<file path="src/rtl/core_pkg.sv">
// Shared RV32I core definitions: major opcode constants, the fetch FSM
// encoding and the default reset vector.
package core_pkg;

    localparam logic [6:0] OP_R      = 7'b0110011;
    localparam logic [6:0] OP_LOAD   = 7'b0000011;
    localparam logic [6:0] OP_STORE  = 7'b0100011;
    localparam logic [6:0] OP_BRANCH = 7'b1100011;
    localparam logic [6:0] OP_IMM    = 7'b0010011;

    localparam logic [31:0] RESET_PC_DEFAULT = 32'h0000_0000;

    typedef enum logic [1:0] {
        IDLE = 2'd0,
        WAIT = 2'd1,
        DROP = 2'd2
    } fetch_state_t;

endpackage

</file>
<file path="src/rtl/fetch_fifo.sv">
// Small circular instruction buffer with flush; the head entry is presented
// combinationally so decode sees it in the same cycle it becomes valid.
module fetch_fifo #(
    parameter int DEPTH = 2,
    parameter int WIDTH = 64
) (
    input  logic                   clk,
    input  logic                   reset,
    input  logic                   push,
    input  logic [WIDTH-1:0]       push_data,
    input  logic                   pop,
    input  logic                   flush,
    output logic [WIDTH-1:0]       head,
    output logic [$clog2(DEPTH):0] count,
    output logic                   full,
    output logic                   empty
);

    localparam int PW = $clog2(DEPTH);

    logic [WIDTH-1:0] mem_reg [DEPTH];
    logic [PW-1:0]    rd_ptr_reg;
    logic [PW-1:0]    wr_ptr_reg;
    logic [PW:0]      count_reg;
    logic [DEPTH-1:0] wr_en;
    logic             do_push;
    logic             do_pop;

    // Flush wins over both push and pop in the same cycle.
    assign do_push = push && !flush;
    assign do_pop  = pop && (count_reg != '0) && !flush;

    generate
        for (genvar gi = 0; gi < DEPTH; gi++) begin : g_wr_en
            assign wr_en[gi] = do_push && (wr_ptr_reg == PW'(gi));
        end
    endgenerate

    always_ff @(posedge clk) begin
        if (reset) begin
            for (int i = 0; i < DEPTH; i++) begin
                mem_reg[i] <= '0;
            end
        end else begin
            for (int i = 0; i < DEPTH; i++) begin
                if (wr_en[i]) begin
                    mem_reg[i] <= push_data;
                end
            end
        end
    end

    always_ff @(posedge clk) begin
        if (reset || flush) begin
            rd_ptr_reg <= '0;
            wr_ptr_reg <= '0;
            count_reg  <= '0;
        end else begin
            if (do_push) begin
                wr_ptr_reg <= wr_ptr_reg + 1'b1;
            end
            if (do_pop) begin
                rd_ptr_reg <= rd_ptr_reg + 1'b1;
            end
            case ({do_push, do_pop})
                2'b10:   count_reg <= count_reg + 1'b1;
                2'b01:   count_reg <= count_reg - 1'b1;
                default: count_reg <= count_reg;
            endcase
        end
    end

    assign head  = mem_reg[rd_ptr_reg];
    assign count = count_reg;
    assign full  = (count_reg == (PW + 1)'(DEPTH));
    assign empty = (count_reg == '0);

    overflow_check: assert property (@(posedge clk) disable iff (reset)
        !(push && !flush && full && !do_pop));

endmodule

</file>
<file path="src/rtl/instr_fetch_unit.sv">
// RV32I fetch front end: keeps the PC, issues single-outstanding word reads,
// buffers responses and hands them to decode; taken branches redirect and flush.
module instr_fetch_unit
    import core_pkg::*;
#(
    parameter int                 ADDR_W   = 32,
    parameter logic [ADDR_W-1:0]  RESET_PC = ADDR_W'(RESET_PC_DEFAULT),
    parameter int                 DEPTH    = 2
) (
    input  logic              clk,
    input  logic              reset,
    output logic              imem_req,
    output logic [ADDR_W-1:0] imem_addr,
    input  logic              imem_rvalid,
    input  logic [31:0]       imem_rdata,
    input  logic              redirect_valid,
    input  logic [ADDR_W-1:0] redirect_target,
    output logic              instr_valid,
    input  logic              instr_ready,
    output logic [31:0]       instr,
    output logic [ADDR_W-1:0] instr_pc,
    output logic [6:0]        opcode,
    output logic [2:0]        funct3
);

    localparam int CW = $clog2(DEPTH) + 1;

    fetch_state_t          state_reg, state_next;
    logic [ADDR_W-1:0]     pc_reg, pc_next;
    logic [ADDR_W-1:0]     req_pc_reg;
    logic [CW-1:0]         buf_count;
    logic [CW-1:0]         post_push_count;
    logic                  buf_full, buf_empty, buf_push, buf_pop;
    logic                  issue;
    logic [31+ADDR_W:0]    buf_head;

    assign buf_pop  = !buf_empty && instr_ready && !redirect_valid;
    assign buf_push = (state_reg == WAIT) && imem_rvalid && !redirect_valid && !reset;
    assign post_push_count = buf_count + CW'(1) - CW'(buf_pop);

    // Back-to-back issue is allowed only when the returning word still leaves room.
    always_comb begin
        issue = 1'b0;
        if (!reset && !redirect_valid) begin
            case (state_reg)
                IDLE:    issue = !buf_full;
                WAIT:    issue = imem_rvalid && (post_push_count < CW'(DEPTH));
                default: issue = 1'b0;
            endcase
        end
    end

    always_comb begin
        state_next = state_reg;
        pc_next    = pc_reg;
        if (redirect_valid) begin
            pc_next = redirect_target & ~ADDR_W'(3);
            case (state_reg)
                WAIT, DROP: state_next = imem_rvalid ? IDLE : DROP;
                default:    state_next = IDLE;
            endcase
        end else if (issue) begin
            pc_next    = pc_reg + ADDR_W'(4);
            state_next = WAIT;
        end else if (state_reg != IDLE && imem_rvalid) begin
            state_next = IDLE;
        end
    end

    always_ff @(posedge clk) begin
        if (reset) begin
            state_reg  <= IDLE;
            pc_reg     <= RESET_PC;
            req_pc_reg <= '0;
        end else begin
            state_reg <= state_next;
            pc_reg    <= pc_next;
            if (issue) begin
                req_pc_reg <= pc_reg;
            end
        end
    end

    fetch_fifo #(
        .DEPTH (DEPTH),
        .WIDTH (32 + ADDR_W)
    ) u_fifo (
        .clk       (clk),
        .reset     (reset),
        .push      (buf_push),
        .push_data ({imem_rdata, req_pc_reg}),
        .pop       (buf_pop),
        .flush     (redirect_valid),
        .head      (buf_head),
        .count     (buf_count),
        .full      (buf_full),
        .empty     (buf_empty)
    );

    assign imem_req    = issue;
    assign imem_addr   = pc_reg;
    assign instr_valid = !buf_empty;
    assign instr       = buf_head[31+ADDR_W:ADDR_W];
    assign instr_pc    = buf_head[ADDR_W-1:0];
    assign opcode      = instr[6:0];
    assign funct3      = instr[14:12];

endmodule
</file>
<file path="config.mk">
export PLATFORM = sky130hd
export DESIGN_NAME = instr_fetch_unit
export DESIGN_NICKNAME = d
export VERILOG_FILES = /design/src/rtl/core_pkg.sv /design/src/rtl/fetch_fifo.sv /design/src/rtl/instr_fetch_unit.sv
export SDC_FILE = /design/constraint.sdc
export NUM_CORES = 1
export LEC_CHECK = 0
export ABC_AREA = 1
export CORE_ASPECT_RATIO = 0.9
export CORE_MARGIN = 2
export CORE_UTILIZATION = 56
export CTS_CLUSTER_SIZE = 8
export DETAILED_ROUTE_END_ITERATION = 10
export HOLD_SLACK_MARGIN = 0.12
export PLACE_DENSITY_LB_ADDON = 0.1
export SYNTH_ARGS = -nofsm -noshare
export SYNTH_HDL_FRONTEND = slang
export SYNTH_SLANG_ARGS = --single-unit
</file>
<file path="constraint.sdc">
create_clock -name clk -period 12.5 [get_ports clk]
set_input_delay 1.25 -clock clk [delete_from_list [all_inputs] [get_ports clk]]
set_output_delay 1.25 -clock clk [all_outputs]
set_load 0.05 [all_outputs]
</file>
==> flow_metrics.env <==
export IMPL_synth_area_leaders="edfxtp_1 (43%), dfxtp_1 (15%), mux2_2 (8.0%), nand2_1 (7.0%), inv_1 (5.1%)"
export IMPL_critPathLaunchType="input pin"
export IMPL_cts_tree="done"
export IMPL_synth_cell_type_count=27
export IMPL_die_w_microns=135
export IMPL_critPathSlowestCell="clkdlybuf4s50_1"
export IMPL_end_kind="output port"
export IMPL_drc_errors=0
export IMPL_period_minus_slack_ns=5.36
export IMPL_syn_avg_cell_area_sq_um=9.66
export IMPL_ios=177
export IMPL_vdd_ir_drop_max_mv=0.105
export IMPL_p_per_area_nw_per_um2=127
export IMPL_regArea_sq_um=5070
export IMPL_dieArea_sq_um=16600
export IMPL_critical_path_cell_chain="clkdlybuf4s50_1 > buf_4 > inv_2 > nand3_1 > nand2_1 > nand3_1 > nand2_2 > nand2_2 > inv_2 > clkdlybuf4s50_1"
export IMPL_stdcell_area_sq_um=11000
export IMPL_syn_area_sq_um=8710
export IMPL_fmax_mhz=187
export IMPL_grtUsageMet3_pct=5.33
export IMPL_fin_setup_tns_ns=0
export IMPL_cts_buffers=17
export IMPL_grt_max_degree=95
export IMPL_cp_max_fo=47
export IMPL_cts_sinks=191
export IMPL_root_buffer="clkbuf_16"
export IMPL_grt_usage_pct=22.8
export IMPL_setup_viol=0
export IMPL_post_cts_buffers=0
export IMPL_gr_max_usage_layer="met2"
export IMPL_maxSlewHeadroom_pct=41.6
export IMPL_layout_common_cells="clkdlybuf4s50_1 (170), nand2_1 (163), edfxtp_1 (124), inv_1 (117), nor2_1 (107)"
export IMPL_cts_buffer_depth=2
export IMPL_chipHeight_microns=122
export IMPL_grt_pass1_wl_mm=29.4
export IMPL_via_count=6404
export IMPL_use_met1_pct=30.4
export IMPL_synthFlopType="edfxtp_1"
export IMPL_ys_seq_area_share_pct=58.1
export IMPL_antenna_left=0
export IMPL_hold_buffers=0
export IMPL_crit_cells=10
export IMPL_cts_repair_resized=0
export IMPL_gp_congestion=0.884
export IMPL_use_met2_pct=37.2
export IMPL_cp_num_buf_inv=5
export IMPL_final_hold_violation_count=0
export IMPL_criticalPathCategory="input pin to output port"
export IMPL_critPathTopFamily="buffers and inverters"
export IMPL_final_common_cell="clkdlybuf4s50_1"
export IMPL_antenna_cells=0
export IMPL_grt_overflow=0
export IMPL_fin_crit_sh_pct=42.9
export IMPL_drtIter0Drc=458
export IMPL_synth_top_area_share_pct=42.7
export IMPL_largest_register_ffs=124
export IMPL_utilization_pct=71.8
export IMPL_drt_wirelength_per_cell_microns=14.5
export IMPL_drt_pass1_iter_count=5
export IMPL_critPathMaxStageDelay_ns=0.83
export IMPL_coreArea_sq_um=15300
export IMPL_yosysWarnings=0
export IMPL_finalClockSkew_ns=0.00865
export IMPL_synth_edf_count=124
export IMPL_totalWireLength_mm=18.3
export IMPL_cts_htree_levels=4
export IMPL_clkTransAtPathRegs_ns=0.07
export IMPL_detailed_place_area_sq_um=10500
export IMPL_drive_above_1_share_pct=11.1
export IMPL_finalPower_mw=1.40
export IMPL_async_flop_share_pct=0
export IMPL_final_nets=1122
export IMPL_tightest_slew_ns=0.876
export IMPL_hp_class="register to register"
export IMPL_avgViaCountPerCell=5.07
export IMPL_cp_required_ns=11.25
export IMPL_p_leak_nw=4.37
export IMPL_area_growth_synth_to_final_pct=26.3
export IMPL_cap_viol_max_count=0
export IMPL_synth_top_area_cell="edfxtp_1"
export IMPL_multi_input_comb_area_sq_um=2930
export IMPL_grt_antenna_before_repair=0
export IMPL_fillCellCount=1184
export IMPL_clock_latency_ns=0.43
export IMPL_grt_pass1_vias=6164
export IMPL_hpwl_mm=12.0
export IMPL_syn_instance_count=902
export IMPL_rsz0062_at_grt="no"
export IMPL_arrival_ns=4.11
export IMPL_outcome="finished clean"
export IMPL_synth_seq_cells=191
export IMPL_slew_violations=0
export IMPL_start_util_pct=56.8
export IMPL_min_path_cells=2
export IMPL_port_buffers=170
export IMPL_reg2reg_depth=11
export IMPL_rows=43
==> kinds of logic (layout without fill, tap and decap cells) <==
| kind of cell | Yosys count | after routing | share of synthesized area, % |
|---|---|---|---|
| fa+ha+maj | 6 | 6 | 0.861 |
| mux | 62 | 62 | 8.01 |
| simple gates | 352 | 352 | 17.0 |
| xor+xnor | 14 | 14 | 1.41 |
| other cells | 1 | 4 | 0.0430 |
| compound gates | 101 | 101 | 5.96 |
| buf+inv | 175 | 330 | 8.60 |
| flops | 191 | 191 | 58.1 |
==> path summary, 6_finish.rpt <==
kind,startpoint,endpoint,slack (ns)
worst max register to register,u_fifo.count[0],imem_addr[16],9.58
worst min register to register,req_pc_reg[14],req_pc_reg[14],0.45
worst min-delay path,req_pc_reg[14],req_pc_reg[14],0.45
worst max-delay path,redirect_valid,imem_req,7.14
==> through the flow <==
step	setup WS, ns	std cells	hold WS [ns]
2_1_floorplan	5.55	905	0.430
3_3_place_gp	7.18	1230	0.441
3_5_place_dp	7.19	1230	0.445
4_1_cts	7.14	1262	0.454
5_1_grt	6.87	1262	0.479
6_report	7.14	1262	0.453
==> layer usage <==
| layer | wire [microns] | up-vias |
|---|---|---|
| li1 | - | 3218 |
| met1 | 8170 | 2972 |
| met2 | 8650 | 191 |
| met3 | 1130 | 23 |
| met4 | 311 | 0 |
| met5 | 0 | - |
==> final cells by class <==
type                    instances  area share [%]
clock buffers                  19            4.02
clock inverters                13           0.909
inverters                     120            4.09
multi-input cells             539            26.7
flip-flops and latches        191            46.0
well taps                     202            2.30
repair buffers                178            16.0
==> Yosys cell counts, types with 2 or more instances <==
| master | instances |
|---|---|
| a21oi_1 | 55 |
| nor2_1 | 107 |
| xnor2_1 | 4 |
| ha_1 | 6 |
| nand2_2 | 4 |
| o21ai_0 | 41 |
| nand3_1 | 60 |
| buf_2 | 5 |
| nor2_4 | 4 |
| mux2_2 | 62 |
| a31oi_1 | 3 |
| buf_1 | 7 |
| buf_4 | 17 |
| buf_6 | 3 |
| nand2_1 | 163 |
| inv_2 | 2 |
| dfxtp_1 | 67 |
| inv_1 | 118 |
| nor2_2 | 3 |
| nand4_1 | 3 |
| xor2_1 | 10 |
| clkbuf_1 | 23 |
| edfxtp_1 | 124 |
| nand3b_1 | 8 |
==> power breakdown <==
group | internal (mW) | switching [mW] | total, mW | leakage, nW
combinational | 0.0674 | 0.118 | 0.185 | 2.26
clock | 0.264 | 0.236 | 0.500 | 0.269
sequential | 0.699 | 0.0176 | 0.716 | 1.84
==> worst min-delay path: cells and delay by family (launching register included) <==
family,cells,cell delay (ns)
flip-flops,1,0.30
buffers and inverters,1,0.06
AO/OA/AOI/OAI,1,0.05
Power figures use the tool's default switching activity.
==> variant 1: new RTL, same settings <==
`DEPTH` is set to 2 in 2 places; all go to 8.
--- a/src/rtl/fetch_fifo.sv
+++ b/src/rtl/fetch_fifo.sv
@@ -3,3 +3,3 @@
 module fetch_fifo #(
-    parameter int DEPTH = 2,
+    parameter int DEPTH = 8,
     parameter int WIDTH = 64
--- a/src/rtl/instr_fetch_unit.sv
+++ b/src/rtl/instr_fetch_unit.sv
@@ -7,3 +7,3 @@
     parameter logic [ADDR_W-1:0]  RESET_PC = ADDR_W'(RESET_PC_DEFAULT),
-    parameter int                 DEPTH    = 2
+    parameter int                 DEPTH    = 8
 ) (
Behaviour: not the same (a bounded check fails within 4 cycles, from zero or initial values and one cycle with reset high).
==> variant 1 against the unedited design <==
Routed wire length rose to 3.7 times the old value. Area after synthesis rose to 2.9 times the old value. Power rose to 3.2 times the old value. Combinational power up 60%. Die area rose to 2.8 times the old value. Sequential cell count up 380. Final area rose to 2.7 times the old value. Utilization down 6.1 points. Via count rose to 3.0 times the old value. Worst setup slack worse by 1.3 ns. Final cell count rose to 2.6 times the old value. Critical endpoint is now instr_pc[15]. Largest cell class unchanged. Largest power group unchanged. Highest routed layer unchanged.
==> variant 1: results (changes against the unedited design) <==
hold slack -> 0.462 ns (+0.00957 ns)
Final Non-Filler Cells -> 3332 (+160%)
Largest register FFs -> 496 (+300%)
Post-CTS Setup Bufs -> 0 (unchanged)
Post-CTS Resized -> 0 (unchanged)
worst r2r src -> state_reg[1]
Worst path max stage delay -> 0.92 ns (+0.09 ns)
main area contributors after synthesis -> edfxtp_1 59%, nor2_1 14%, dfxtp_1 5.9%, o21ai_0 5.5%, nand2_1 2.8%
Total Routing Usage GR -> 28.4% (+5.6 points)
CP startpoint kind -> register
H-tree depth -> 3 (-1)
Final Worst Setup Slack -> 5.80 ns (-1.34 ns)
post-synthesis compound-gate area fraction -> 10.9% (+4.9 points)
crit path DAT -> 5.45 ns (+1.34 ns)
kind of cell adding the most delay to the critical path -> buffers and inverters
status -> complete, no violations
share of layout cells above drive strength 1 -> 7.01% (-4.1 points)
Placed Cells -> 3202 (+160%)
Post-Syn Instances -> 2571 (+190%)
post-synthesis adder-cell area fraction -> 0.689% (-0.17 points)
worst vdd ir -> 0.101 mV (-4.1%)
Reg2Reg Depth -> 7 (-4)
Clock transition at path regs -> 0.05 ns (-0.02 ns)
nets@finish -> 2760 (+150%)
first-pass GRT wire length -> 103000 um (+250%)
Crit Reg-Reg Endpoint -> u_fifo.mem_reg[0][46]
sequential element share of the synthesized area -> 64.5% (+6.4 points)
clock latency at the later pin of the worst-skew pair -> 0.61 ns (+0.18 ns)
Post-Synth XOR/XNOR Area -> 0.517% (-0.89 points)
Commonest cells post-synth -> 916 x nor2_1, 496 x edfxtp_1, 281 x o21ai_0, 191 x nand2_1, 131 x clkbuf_1
Clock Tree Root -> clkbuf_16
DR vias/cell -> 5.72 (+13%)
pre-CTS setup slack -> 6.36 ns (-0.823 ns)
filler cell count -> 3618 (+210%)
Slew @ Worst Pin -> 1.19 ns (+0.313 ns)
Warnings, synthesis -> 0 (unchanged)
CTS max path bufs -> 3 (+1)
multiplexer area fraction after synthesis -> 0% (-8.0 points)
Num CTS Buffers -> 81 (+64)
antenna violations before repair -> 0 (unchanged)
post-detail-place hpwl -> 33800 um (+180%)
Placer Congestion -> 0.943 (+6.7%)
placed cell areas -> 27300 um^2 (+160%)
DRT Wirelength -> 66800 um (+270%)
number of synthesized flops with an enable pin -> 496 (+300%)
Worst Skew -> 0.0163 ns (+0.00762 ns)
R2R Setup Slk -> 9.24 ns (-0.34 ns)
Lkg Pwr -> 10.9 nW (+150%)
Critical Path Fanout Max -> 107 (+130%)
pin count of the biggest net entering global routing -> 108 (+14%)
initial DRC count -> 1785 (+290%)
number of distinct library cells after synthesis -> 45 (+67%)
I/O Buffers -> 170 (unchanged)
HP Start -> u_fifo.rd_ptr_reg[2]
CP endpoint -> instr_pc[15]
-- variant 1: layout make-up --
| cell class | count | area (um^2) | area share [%] |
|---|---|---|---|
| sequential | 571 | 16400 | 55.3 |
| multi-input combinational | 1716 | 7830 | 26.4 |
| clock buffer | 124 | 2230 | 7.53 |
| timing repair buffer | 200 | 1920 | 6.49 |
| tap | 608 | 761 | 2.57 |
| inverter | 107 | 412 | 1.39 |
| clock inverter | 6 | 77.6 | 0.262 |
-- variant 1: metal layers --
| metal | GRT usage [%] | routed length (um) | vias to the layer above |
|---|---|---|---|
| li1 | - | - | 8940 |
| met1 | 38.0 | 28100 | 9223 |
| met2 | 47.0 | 31800 | 778 |
| met3 | 5.48 | 5260 | 118 |
| met4 | 9.20 | 1650 | 0 |
| met5 | 0 | 0 | - |
-- variant 1: power by group --
part           internal, W  leakage [nW]  switching [W]
combinational    0.0000826          4.06       0.000214
sequential         0.00216          5.69      0.0000316
clock              0.00122          1.10       0.000773
==> variant 2: new RTL, same settings <==
Made on the original files. Encoding of `fetch_state_t`: now one-hot (3 bits for 3 states).
--- a/src/rtl/core_pkg.sv
+++ b/src/rtl/core_pkg.sv
@@ -12,6 +12,6 @@
 
-    typedef enum logic [1:0] {
-        IDLE = 2'd0,
-        WAIT = 2'd1,
-        DROP = 2'd2
+    typedef enum logic [2:0] {
+        IDLE = 3'b001,
+        WAIT = 3'b010,
+        DROP = 3'b100
     } fetch_state_t;
Check against the original RTL: same outputs for any inputs over 4 cycles, from zero or initial values and one cycle with reset high; so few cycles prove little.
==> variant 2 against the unedited design <==
Worst setup slack improved by 0.37 ns. Routed wire length is 0.53% higher. Critical path depth down 3. Sequential cell count grew 1. Final area hardly changed. Maximum frequency grew 7.3%. Area after synthesis increased by 0.46%. Power hardly changed. Final cell count decreased by 0.95%. Largest cell class unchanged.
==> variant 2: results (changes against the unedited design) <==
status -> complete, no violations
Slew @ Worst Pin -> 0.862 ns (-0.0140 ns)
Lkg Pwr -> 4.24 nW (-2.9%)
Tot Pwr -> 0.00140 W (about the same)
Largest register FFs -> 124 (unchanged)
uppermost routed layer -> met4
DRC Markers -> 0 (unchanged)
WL met2 -> 8330 um (-3.7%)
worst vdd ir -> 0.0962 mV (-8.4%)
vias in the first global route -> 6001 (-2.6%)
met3 wire len -> 1390 um (+23%)
Worst path max stage delay -> 0.89 ns (+0.06 ns)
initial DRC count -> 618 (+35%)
DR vias/cell -> 5.08 (+0.19%)
I/O Buffers -> 170 (unchanged)
Commonest cells post-synth -> 169 x nand2_1, 124 x edfxtp_1, 104 x inv_1, 102 x nor2_1, 68 x dfxtp_1
part of the power in the clock network -> 35.7% (about the same)
Final Non-Filler Cells -> 1250 (-0.95%)
placed cell areas -> 10500 um^2 (+0.13%)
Met1 Wirelength -> 8420 um (+3.1%)
routed len/inst -> 14.7 um (+1.5%)
CP endpoint -> imem_req
Num CTS Buffers -> 17 (unchanged)
met1 usage -> 30.8% (+0.46 points)
Hold EP -> req_pc_reg[28]
Warnings, synthesis -> 0 (unchanged)
Mapped Avg Cell Area -> 9.81 um^2 (+1.6%)
Worst Skew -> 0.00820 ns (-0.000453 ns)
R2R Setup Slk -> 9.99 ns (+0.41 ns)
Placer Congestion -> 0.888 (+0.51%)
main area contributors after synthesis -> edfxtp_1 43%, dfxtp_1 16%, mux2_2 8.0%, nand2_1 7.2%, inv_1 4.5%
sequential element share of the synthesized area -> 58.1% (about the same)
Max stage delay cell, worst path -> clkdlybuf4s50_1
pin count of the biggest net entering global routing -> 67 (-29%)
Post-synth top flop -> edfxtp_1
Post-CTS Setup Bufs -> 0 (unchanged)
Crit Reg-Reg Endpoint -> req_pc_reg[30]
number of distinct library cells after synthesis -> 35 (+30%)
crit path DAT -> 3.74 ns (-0.37 ns)
Total Routing Usage GR -> 22.9% (+0.064 points)
kind of cell adding the most delay to the critical path -> buffers and inverters
first-pass GRT wire length -> 29600 um (+0.52%)
H-tree depth -> 4 (unchanged)
GRT met2 Usage -> 37.3% (+0.13 points)
hold slack -> 0.452 ns (-0.000573 ns)
Reg2Reg Depth -> 12 (+1)
share of layout cells above drive strength 1 -> 11.5% (+0.41 points)
met3 Use GR -> 5.12% (-0.21 points)
HP Start -> req_pc_reg[28]
worst hold path stage count -> 2 (unchanged)
FFs w/ async S/R, synth -> 0% (unchanged)
pre-CTS setup slack -> 7.52 ns (+0.333 ns)
Critical Path Fanout Max -> 45 (-4.3%)
post-detail-place hpwl -> 11900 um (-0.90%)
P_int -> 0.00104 W (+1.1%)
fmax -> 200 MHz (+7.3%)
Clock transition at path regs -> 0.06 ns
combinational power -> 0.000182 W
nets@finish -> 1109 (-1.2%)
Placed Cells -> 1219 (-0.89%)
[variant 2: changes by cell type after synthesis, sizes merged, moves of 2 or more]
cell,before,now
nor2,114,111
xor2,10,14
nand2,167,174
nand3,60,49
buf,32,34
a31oi,3,0
ha,6,4
inv,120,105
nor3,0,3
o21ai,41,44
a21oi,55,58
[variant 2: cell type report]
class | instances | area (um^2)
Multi-Input combinational cell | 542 | 2980
Timing Repair Buffer | 178 | 1760
Clock buffer | 18 | 429
Tap cell | 202 | 253
Fill cell | 1209 | 4320
Sequential cell | 192 | 5090
Inverter | 105 | 394
Clock inverter | 13 | 109
[variant 2: kinds of logic (layout without fill, tap and decap cells)]
family | count (synthesis) | in the layout | share of synthesized area [%]
AOI/OAI and AO/OA | 105 | 105 | 6.19
xor gates and xnor gates | 18 | 18 | 1.80
adders and majority gates | 4 | 4 | 0.572
buffers and inverters | 161 | 314 | 8.25
DFF | 192 | 192 | 58.1
muxes | 62 | 62 | 7.97
other | 1 | 4 | 0.0428
and+or+nand+nor | 349 | 349 | 17.1
